[src/rtl/operand_forwarder_pkg.sv]
// Shared LC-3b forwarding types: the in-flight tag record and the
// forwarding-select encoding used between decode and the EX input muxes.
package lc3b_types;

    typedef logic [15:0] lc3b_word;

    // Destination field is sized for the widest register file we expect;
    // narrower register addresses are zero-extended on the way in.
    localparam int FWD_DEST_W = 8;

    // fwd_sel value meaning "operand comes from the register file".
    localparam int FWD_SEL_RF = 0;

    typedef struct packed {
        logic                  valid;
        logic [FWD_DEST_W-1:0] dest;
        logic                  is_load;
    } fwd_tag_t;

endpackage

[src/rtl/operand_forwarder_tag_pipe.sv]
// DEPTH-entry shift register of in-flight destination tags. Stage 0 is the
// youngest post-issue stage; the oldest entry falls off the end on advance.
module fwd_tag_pipe
    import lc3b_types::*;
#(
    parameter int DEPTH  = 3,
    parameter int REG_AW = 3
) (
    input  logic                    clk,
    input  logic                    rst_n,
    input  logic                    advance,
    input  logic                    flush,
    input  logic                    iss_valid,
    input  logic                    iss_we,
    input  logic                    iss_load,
    input  logic [REG_AW-1:0]       iss_dest,
    input  logic                    stall,
    output fwd_tag_t [DEPTH-1:0]    tags
);

    fwd_tag_t [DEPTH-1:0] tags_r;
    fwd_tag_t             new_tag_s;

    // Build the tag entering stage 0; a stalled or non-writing issue is a bubble.
    always_comb begin
        new_tag_s         = '0;
        new_tag_s.valid   = iss_valid & iss_we & ~stall;
        new_tag_s.dest    = FWD_DEST_W'(iss_dest);
        new_tag_s.is_load = iss_load;
    end

    // Tag shift register: reset and flush kill everything, advance shifts.
    always_ff @(posedge clk) begin
        if (!rst_n) begin
            tags_r <= '0;
        end else if (flush) begin
            tags_r <= '0;
        end else if (advance) begin
            tags_r[0] <= new_tag_s;
            for (int k = 1; k < DEPTH; k++) begin
                tags_r[k] <= tags_r[k-1];
            end
        end else begin
            tags_r <= tags_r;
        end
    end

    assign tags = tags_r;

endmodule

[src/rtl/operand_forwarder.sv]
// Operand forwarding unit: per source picks the youngest in-flight producer
// (or the register file), raises a load-use stall when that producer's data
// is not ready yet, and counts stall cycles with a saturating counter.
module operand_forwarder
    import lc3b_types::*;
#(
    parameter int WIDTH   = 16,
    parameter int NUM_SRC = 2,
    parameter int DEPTH   = 3,
    parameter int REG_AW  = 3,
    parameter int CNT_W   = 16
) (
    input  logic                                clk,
    input  logic                                rst_n,
    input  logic                                advance,
    input  logic                                flush,
    input  logic                                iss_valid,
    input  logic                                iss_we,
    input  logic                                iss_load,
    input  logic [REG_AW-1:0]                   iss_dest,
    input  logic [NUM_SRC*REG_AW-1:0]           src_addr,
    input  logic [NUM_SRC-1:0]                  src_used,
    input  logic [NUM_SRC*WIDTH-1:0]            rf_data,
    input  logic [DEPTH*WIDTH-1:0]              stage_result,
    input  logic [DEPTH-1:0]                    stage_ready,
    output logic [NUM_SRC*WIDTH-1:0]            opnd,
    output logic [NUM_SRC*$clog2(DEPTH+1)-1:0]  fwd_sel,
    output logic                                stall,
    output logic [CNT_W-1:0]                    stall_count
);

    localparam int SEL_W = $clog2(DEPTH+1);

    fwd_tag_t [DEPTH-1:0] tags_s;
    logic [NUM_SRC-1:0]   src_stall_s;
    logic [CNT_W-1:0]     stall_count_r;

    fwd_tag_pipe #(
        .DEPTH  (DEPTH),
        .REG_AW (REG_AW)
    ) u_tag_pipe (
        .clk       (clk),
        .rst_n     (rst_n),
        .advance   (advance),
        .flush     (flush),
        .iss_valid (iss_valid),
        .iss_we    (iss_we),
        .iss_load  (iss_load),
        .iss_dest  (iss_dest),
        .stall     (stall),
        .tags      (tags_s)
    );

    for (genvar s = 0; s < NUM_SRC; s++) begin : g_src
        logic [FWD_DEST_W-1:0] addr_s;
        logic [SEL_W-1:0]      sel_s;
        logic                  hit_ready_s;
        logic [WIDTH-1:0]      hit_data_s;
        logic                  hit_s;

        assign addr_s = FWD_DEST_W'(src_addr[s*REG_AW +: REG_AW]);

        // Walk oldest to youngest so the youngest match is written last and
        // wins; a younger unready producer therefore masks an older ready one.
        always_comb begin
            sel_s       = SEL_W'(FWD_SEL_RF);
            hit_ready_s = 1'b0;
            hit_data_s  = '0;
            for (int k = DEPTH - 1; k >= 0; k--) begin
                logic m;
                m           = src_used[s] && tags_s[k].valid && (tags_s[k].dest == addr_s);
                sel_s       = m ? SEL_W'(k + 1) : sel_s;
                hit_ready_s = m ? stage_ready[k] : hit_ready_s;
                hit_data_s  = m ? stage_result[k*WIDTH +: WIDTH] : hit_data_s;
            end
        end

        assign hit_s          = (sel_s != SEL_W'(FWD_SEL_RF));
        assign src_stall_s[s] = hit_s && !hit_ready_s;
        assign opnd[s*WIDTH +: WIDTH]    = (hit_s && hit_ready_s) ? hit_data_s
                                                                  : rf_data[s*WIDTH +: WIDTH];
        assign fwd_sel[s*SEL_W +: SEL_W] = sel_s;
    end

    assign stall = |src_stall_s;

    // Saturating stall-cycle counter; sticks at all-ones instead of wrapping.
    always_ff @(posedge clk) begin
        if (!rst_n) begin
            stall_count_r <= '0;
        end else if (stall && (stall_count_r != {CNT_W{1'b1}})) begin
            stall_count_r <= stall_count_r + CNT_W'(1);
        end else begin
            stall_count_r <= stall_count_r;
        end
    end

    assign stall_count = stall_count_r;

endmodule
[config.mk]
export PLATFORM = sky130hd
export DESIGN_NAME = operand_forwarder
export DESIGN_NICKNAME = d
export VERILOG_FILES = /design/src/rtl/operand_forwarder_pkg.sv /design/src/rtl/operand_forwarder_tag_pipe.sv /design/src/rtl/operand_forwarder.sv
export SDC_FILE = /design/constraint.sdc
export NUM_CORES = 1
export LEC_CHECK = 0
export ABC_AREA = 1
export ABC_CLOCK_PERIOD_IN_PS = 2200
export CAP_MARGIN = 20
export CORE_MARGIN = 5
export CORE_UTILIZATION = 30
export CTS_BUF_LIST = sky130_fd_sc_hd__clkbuf_2
export DETAILED_ROUTE_END_ITERATION = 10
export SLEW_MARGIN = 20
export SYNTH_ARGS = -nofsm -noshare
export SYNTH_HDL_FRONTEND = slang
export SYNTH_SLANG_ARGS = --single-unit
[constraint.sdc]
create_clock -name clk -period 2.2 [get_ports clk]
set_clock_uncertainty 0.15 [all_clocks]
set_input_delay 0.22 -clock clk [delete_from_list [all_inputs] [get_ports clk]]
set_output_delay 0.22 -clock clk [all_outputs]
set_load 0.05 [all_outputs]
==> metrics.txt <==
# TYPE chip_impl_metric gauge
chip_impl_metric{name="dieWidth",unit="um"} 109
chip_impl_metric{name="synth.cell_area",unit="sq um"} 2930
chip_impl_metric{name="cts.hold.buffers_added",unit=""} 0
chip_impl_metric{name="die_h",unit="um"} 109
chip_impl_info{name="crit_path_end_kind",value="output port"} 1
chip_impl_info{name="tritoncts",value="done"} 1
chip_impl_metric{name="detail_routed_net_length_per_standard_cell",unit="um"} 15.5
chip_impl_metric{name="placement.io_buffers",unit=""} 152
chip_impl_metric{name="max-vdd-ir-drop",unit="mV"} 0.267
chip_impl_metric{name="reg2reg_slack",unit="ns"} 0.07
chip_impl_metric{name="core.rowCount",unit=""} 36
chip_impl_metric{name="rr_worst_depth",unit=""} 15
chip_impl_metric{name="timing.critical_path.required",unit="ns"} 1.83
chip_impl_metric{name="insertion_delay",unit="ns"} 0.36
chip_impl_metric{name="post_synth.cell_area_avg",unit="sq um"} 5.94
chip_impl_metric{name="hpwl",unit="um"} 10000
chip_impl_info{name="hold_class",value="in -> reg"} 1
chip_impl_metric{name="cts.sink_count",unit=""} 28
chip_impl_metric{name="detailedPlace.worstSlack",unit="ns"} -0.296
chip_impl_metric{name="numPlacedInstances",unit=""} 801
chip_impl_info{name="mostFrequentLayoutCell",value="sky130_fd_sc_hd__nand2_1"} 1
chip_impl_metric{name="power_density",unit="nW/um^2"} 230
chip_impl_metric{name="post_layout_nonfiller_instances",unit=""} 814
chip_impl_metric{name="die-area",unit="sq um"} 11900
chip_impl_info{name="postSynth.topFlopCell",value="sky130_fd_sc_hd__dfxtp_1"} 1
chip_impl_metric{name="remaining_drc_errors",unit=""} 0
chip_impl_metric{name="worst_slew_margin_relative_to_its_limit",unit=""} 0.653
chip_impl_metric{name="start_util",unit=""} 0.304
chip_impl_metric{name="grt_pass1_wl",unit="um"} 19100
chip_impl_metric{name="layout.area.seq",unit="sq um"} 592
chip_impl_metric{name="synthToLayoutAreaGrowth",unit="%"} 98.3
chip_impl_metric{name="count_of_distinct_cell_types_in_the_synthesized_netlist",unit=""} 33
chip_impl_metric{name="worst_pin_slew",unit="ns"} 0.519
chip_impl_info{name="mostFrequentLayoutCells",value="sky130_fd_sc_hd__nand2_1, sky130_fd_sc_hd__clkdlybuf4s50_1, sky130_fd_sc_hd__buf_12"} 1
chip_impl_metric{name="global_route_usage_sum",unit=""} 0.198
chip_impl_metric{name="timing_max_transition_violations_final",unit=""} 0
chip_impl_metric{name="finalHoldViolCount",unit=""} 0
chip_impl_metric{name="cts-htree-levels",unit=""} 1
chip_impl_metric{name="worstPathArrival",unit="ns"} 2.11
chip_impl_metric{name="via_count",unit=""} 3976
chip_impl_info{name="status",value="complete, but fails checks"} 1
chip_impl_metric{name="synthesis.yosys.warnings",unit=""} 0
chip_impl_metric{name="count_of_flip_flops_with_a_built_in_enable_after_synthesis",unit=""} 0
chip_impl_info{name="worst_r2r_startpoint",value="u_tag_pipe.tags[12]"} 1
chip_impl_info{name="endpoint",value="opnd[26]"} 1
chip_impl_metric{name="leakage_power_of_the_design",unit="uW"} 0.00256
chip_impl_metric{name="fin_crit_sh",unit=""} 1.13
chip_impl_metric{name="firstDrtPassIters",unit=""} 7
chip_impl_metric{name="drt-total-wl",unit="um"} 12600
chip_impl_info{name="setup.worst_path.start",value="u_tag_pipe.tags[29]"} 1
chip_impl_info{name="worstHoldStart",value="iss_dest[2]"} 1
chip_impl_metric{name="mappedNetlistNets",unit=""} 596
chip_impl_metric{name="fillers",unit=""} 915
chip_impl_metric{name="multi_input_comb_area",unit="sq um"} 2430
chip_impl_metric{name="layout_min_cycle_time",unit="ns"} 2.48
chip_impl_metric{name="cts_buffers",unit=""} 3
chip_impl_info{name="crit_path_start_kind",value="flip-flop"} 1
chip_impl_info{name="violations",value="negative setup slack"} 1
chip_impl_metric{name="nNetsFinal",unit=""} 784
chip_impl_metric{name="antenna_violations_before_repair",unit=""} 0
chip_impl_metric{name="globalplace.congestion",unit=""} 0.968
chip_impl_metric{name="grt_start_max_net_pins",unit=""} 34
chip_impl_info{name="grt_setup_unrepaired",value="yes"} 1
chip_impl_metric{name="netlist_instances",unit=""} 494
chip_impl_metric{name="setup_viol_count_final",unit=""} 34
chip_impl_metric{name="grt_pass1_vias",unit=""} 3834
chip_impl_info{name="setup.worst_path.class",value="reg -> out"} 1
chip_impl_metric{name="synth-seq-cells",unit=""} 28
chip_impl_metric{name="report.power.total",unit="uW"} 1340
chip_impl_metric{name="clock.fmax",unit="MHz"} 404
chip_impl_info{name="crit-reg2reg-capture",value="stall_count[11]"} 1
chip_impl_info{name="cts_root_buf",value="sky130_fd_sc_hd__clkbuf_2"} 1
chip_impl_metric{name="antenna-diode-count",unit=""} 0
chip_impl_metric{name="grt.overflow.total",unit=""} 0
chip_impl_metric{name="ios",unit=""} 154
chip_impl_metric{name="ant_nets",unit=""} 0
chip_impl_metric{name="synth_async_sr_flop_share",unit=""} 0
chip_impl_metric{name="final_setup_margin",unit="ns"} -0.278
chip_impl_metric{name="clk_pin_slew_worst_paths",unit="ns"} 0.25
chip_impl_metric{name="layout-drive-gt1-share",unit=""} 0.348
chip_impl_metric{name="core_region_area",unit="sq um"} 9640
chip_impl_metric{name="max_cap_viol_count",unit=""} 0
chip_impl_metric{name="drt_iter0_drc",unit=""} 236
chip_impl_metric{name="clock_path_buffers",unit=""} 2
chip_impl_metric{name="crit_path_max_fanout",unit=""} 6
chip_impl_metric{name="synth_sequential_area_ratio",unit=""} 0.191
chip_impl_metric{name="detail_route.vias_per_cell",unit=""} 4.88
[how the worst min path moves through the flow]
stage                              end  depth (start not counted)
finish              u_tag_pipe.tags[3]                          3
global route        u_tag_pipe.tags[3]                          3
CTS                 u_tag_pipe.tags[3]                          3
detailed placement     stall_count[15]                          2
global placement       stall_count[15]                          2
floorplan               stall_count[0]                          2
[stage by stage]
stage / area, sq um / TNS [ns] / hold slack (ns) / utilization
after floorplan: 2980 / -0.830 / 0.183 / -
after detailed placement: 5320 / -11.40 / 0.332 / 0.552
final: 5820 / -6.71 / 0.244 / 0.604
after global placement: 5320 / -10.49 / 0.321 / 0.552
after global routing: 5820 / -12.18 / 0.250 / 0.604
after CTS: 5500 / -6.70 / 0.241 / 0.571
[sequential cells by signal, indices dropped and copies added, names as in the netlist]
signal	flops
u_tag_pipe.tags	12
stall_count	16
[synthesized netlist by cell type (2+ instances only)]
library cell / count / share of area
sky130_fd_sc_hd__nand2_1: 181 / 0.23
sky130_fd_sc_hd__nand3_1: 55 / 0.094
sky130_fd_sc_hd__o21ai_0: 37 / 0.063
sky130_fd_sc_hd__dfxtp_1: 28 / 0.19
sky130_fd_sc_hd__inv_1: 23 / 0.029
sky130_fd_sc_hd__a21oi_1: 20 / 0.034
sky130_fd_sc_hd__nor2_1: 17 / 0.022
sky130_fd_sc_hd__o211ai_1: 15 / 0.038
sky130_fd_sc_hd__a21oi_2: 13 / 0.039
sky130_fd_sc_hd__clkbuf_1: 13 / 0.017
sky130_fd_sc_hd__inv_2: 12 / 0.015
sky130_fd_sc_hd__xor2_1: 12 / 0.036
sky130_fd_sc_hd__o21ai_1: 9 / 0.015
sky130_fd_sc_hd__nand2_2: 8 / 0.017
sky130_fd_sc_hd__nand2_4: 8 / 0.031
sky130_fd_sc_hd__nand3_2: 7 / 0.024
sky130_fd_sc_hd__nor2_2: 6 / 0.013
sky130_fd_sc_hd__nor3_1: 4 / 0.0068
sky130_fd_sc_hd__xnor2_1: 4 / 0.012
sky130_fd_sc_hd__buf_2: 3 / 0.0051
sky130_fd_sc_hd__nand4_1: 3 / 0.0064
sky130_fd_sc_hd__buf_4: 2 / 0.0051
sky130_fd_sc_hd__clkinv_1: 2 / 0.0026
sky130_fd_sc_hd__nor2_4: 2 / 0.0077
sky130_fd_sc_hd__nor3_4: 2 / 0.011
[cell families (layout without fill, tap and decap cells)]
| family | count (synthesis) | in the layout | share of synthesized area |
|---|---|---|---|
| adders and majority gates | 1 | 1 | 0.00426 |
| DFF | 28 | 28 | 0.191 |
| and+or+nand+nor | 296 | 296 | 0.476 |
| xor gates and xnor gates | 16 | 16 | 0.0478 |
| AOI/OAI and AO/OA | 94 | 94 | 0.190 |
| buffers and inverters | 59 | 246 | 0.0913 |
[report_power, final]
part           total (uW)  internal [uW]  switching [uW]
sequential            523            513            9.55
clock                 191           39.5             152
combinational         622            333             289
total                1340            886             451
[metal layers]
metal	track usage	up-vias	routed length (um)
met2	0.365	163	6420
li1	-	2005	-
met1	0.243	1788	5120
met3	0.0278	20	876
met4	0.0415	0	227
met5	0	-	0
[timing repair]
item	4_1_cts	5_1_grt
endpoints found under the setup margin	35	53
gates cloned	0	2
buffers inserted	6	4
pin swaps	19	48
gates resized for setup	52	73
[area by class of cell]
cell class	count	area share
repair buffers	205	0.424
inverters	37	0.0252
clock buffers	3	0.00258
well taps	133	0.0286
flip-flops and latches	28	0.102
clock inverters	1	0.000645
multi-input cells	407	0.417
[critical path, cell delays in order, from the launching register on]
cell	delay (ns)
sky130_fd_sc_hd__dfxtp_2	0.42
sky130_fd_sc_hd__nand2_2	0.05
sky130_fd_sc_hd__a21oi_2	0.11
sky130_fd_sc_hd__nand2_1	0.07
sky130_fd_sc_hd__nor2_2	0.14
sky130_fd_sc_hd__inv_2	0.06
sky130_fd_sc_hd__nor2_4	0.19
sky130_fd_sc_hd__buf_12	0.16
sky130_fd_sc_hd__nand2_2	0.05
sky130_fd_sc_hd__nand3_2	0.05
sky130_fd_sc_hd__o21ai_1	0.05
sky130_fd_sc_hd__o21ai_1	0.20
sky130_fd_sc_hd__clkbuf_16	0.20
Power figures use the tool's default switching activity.
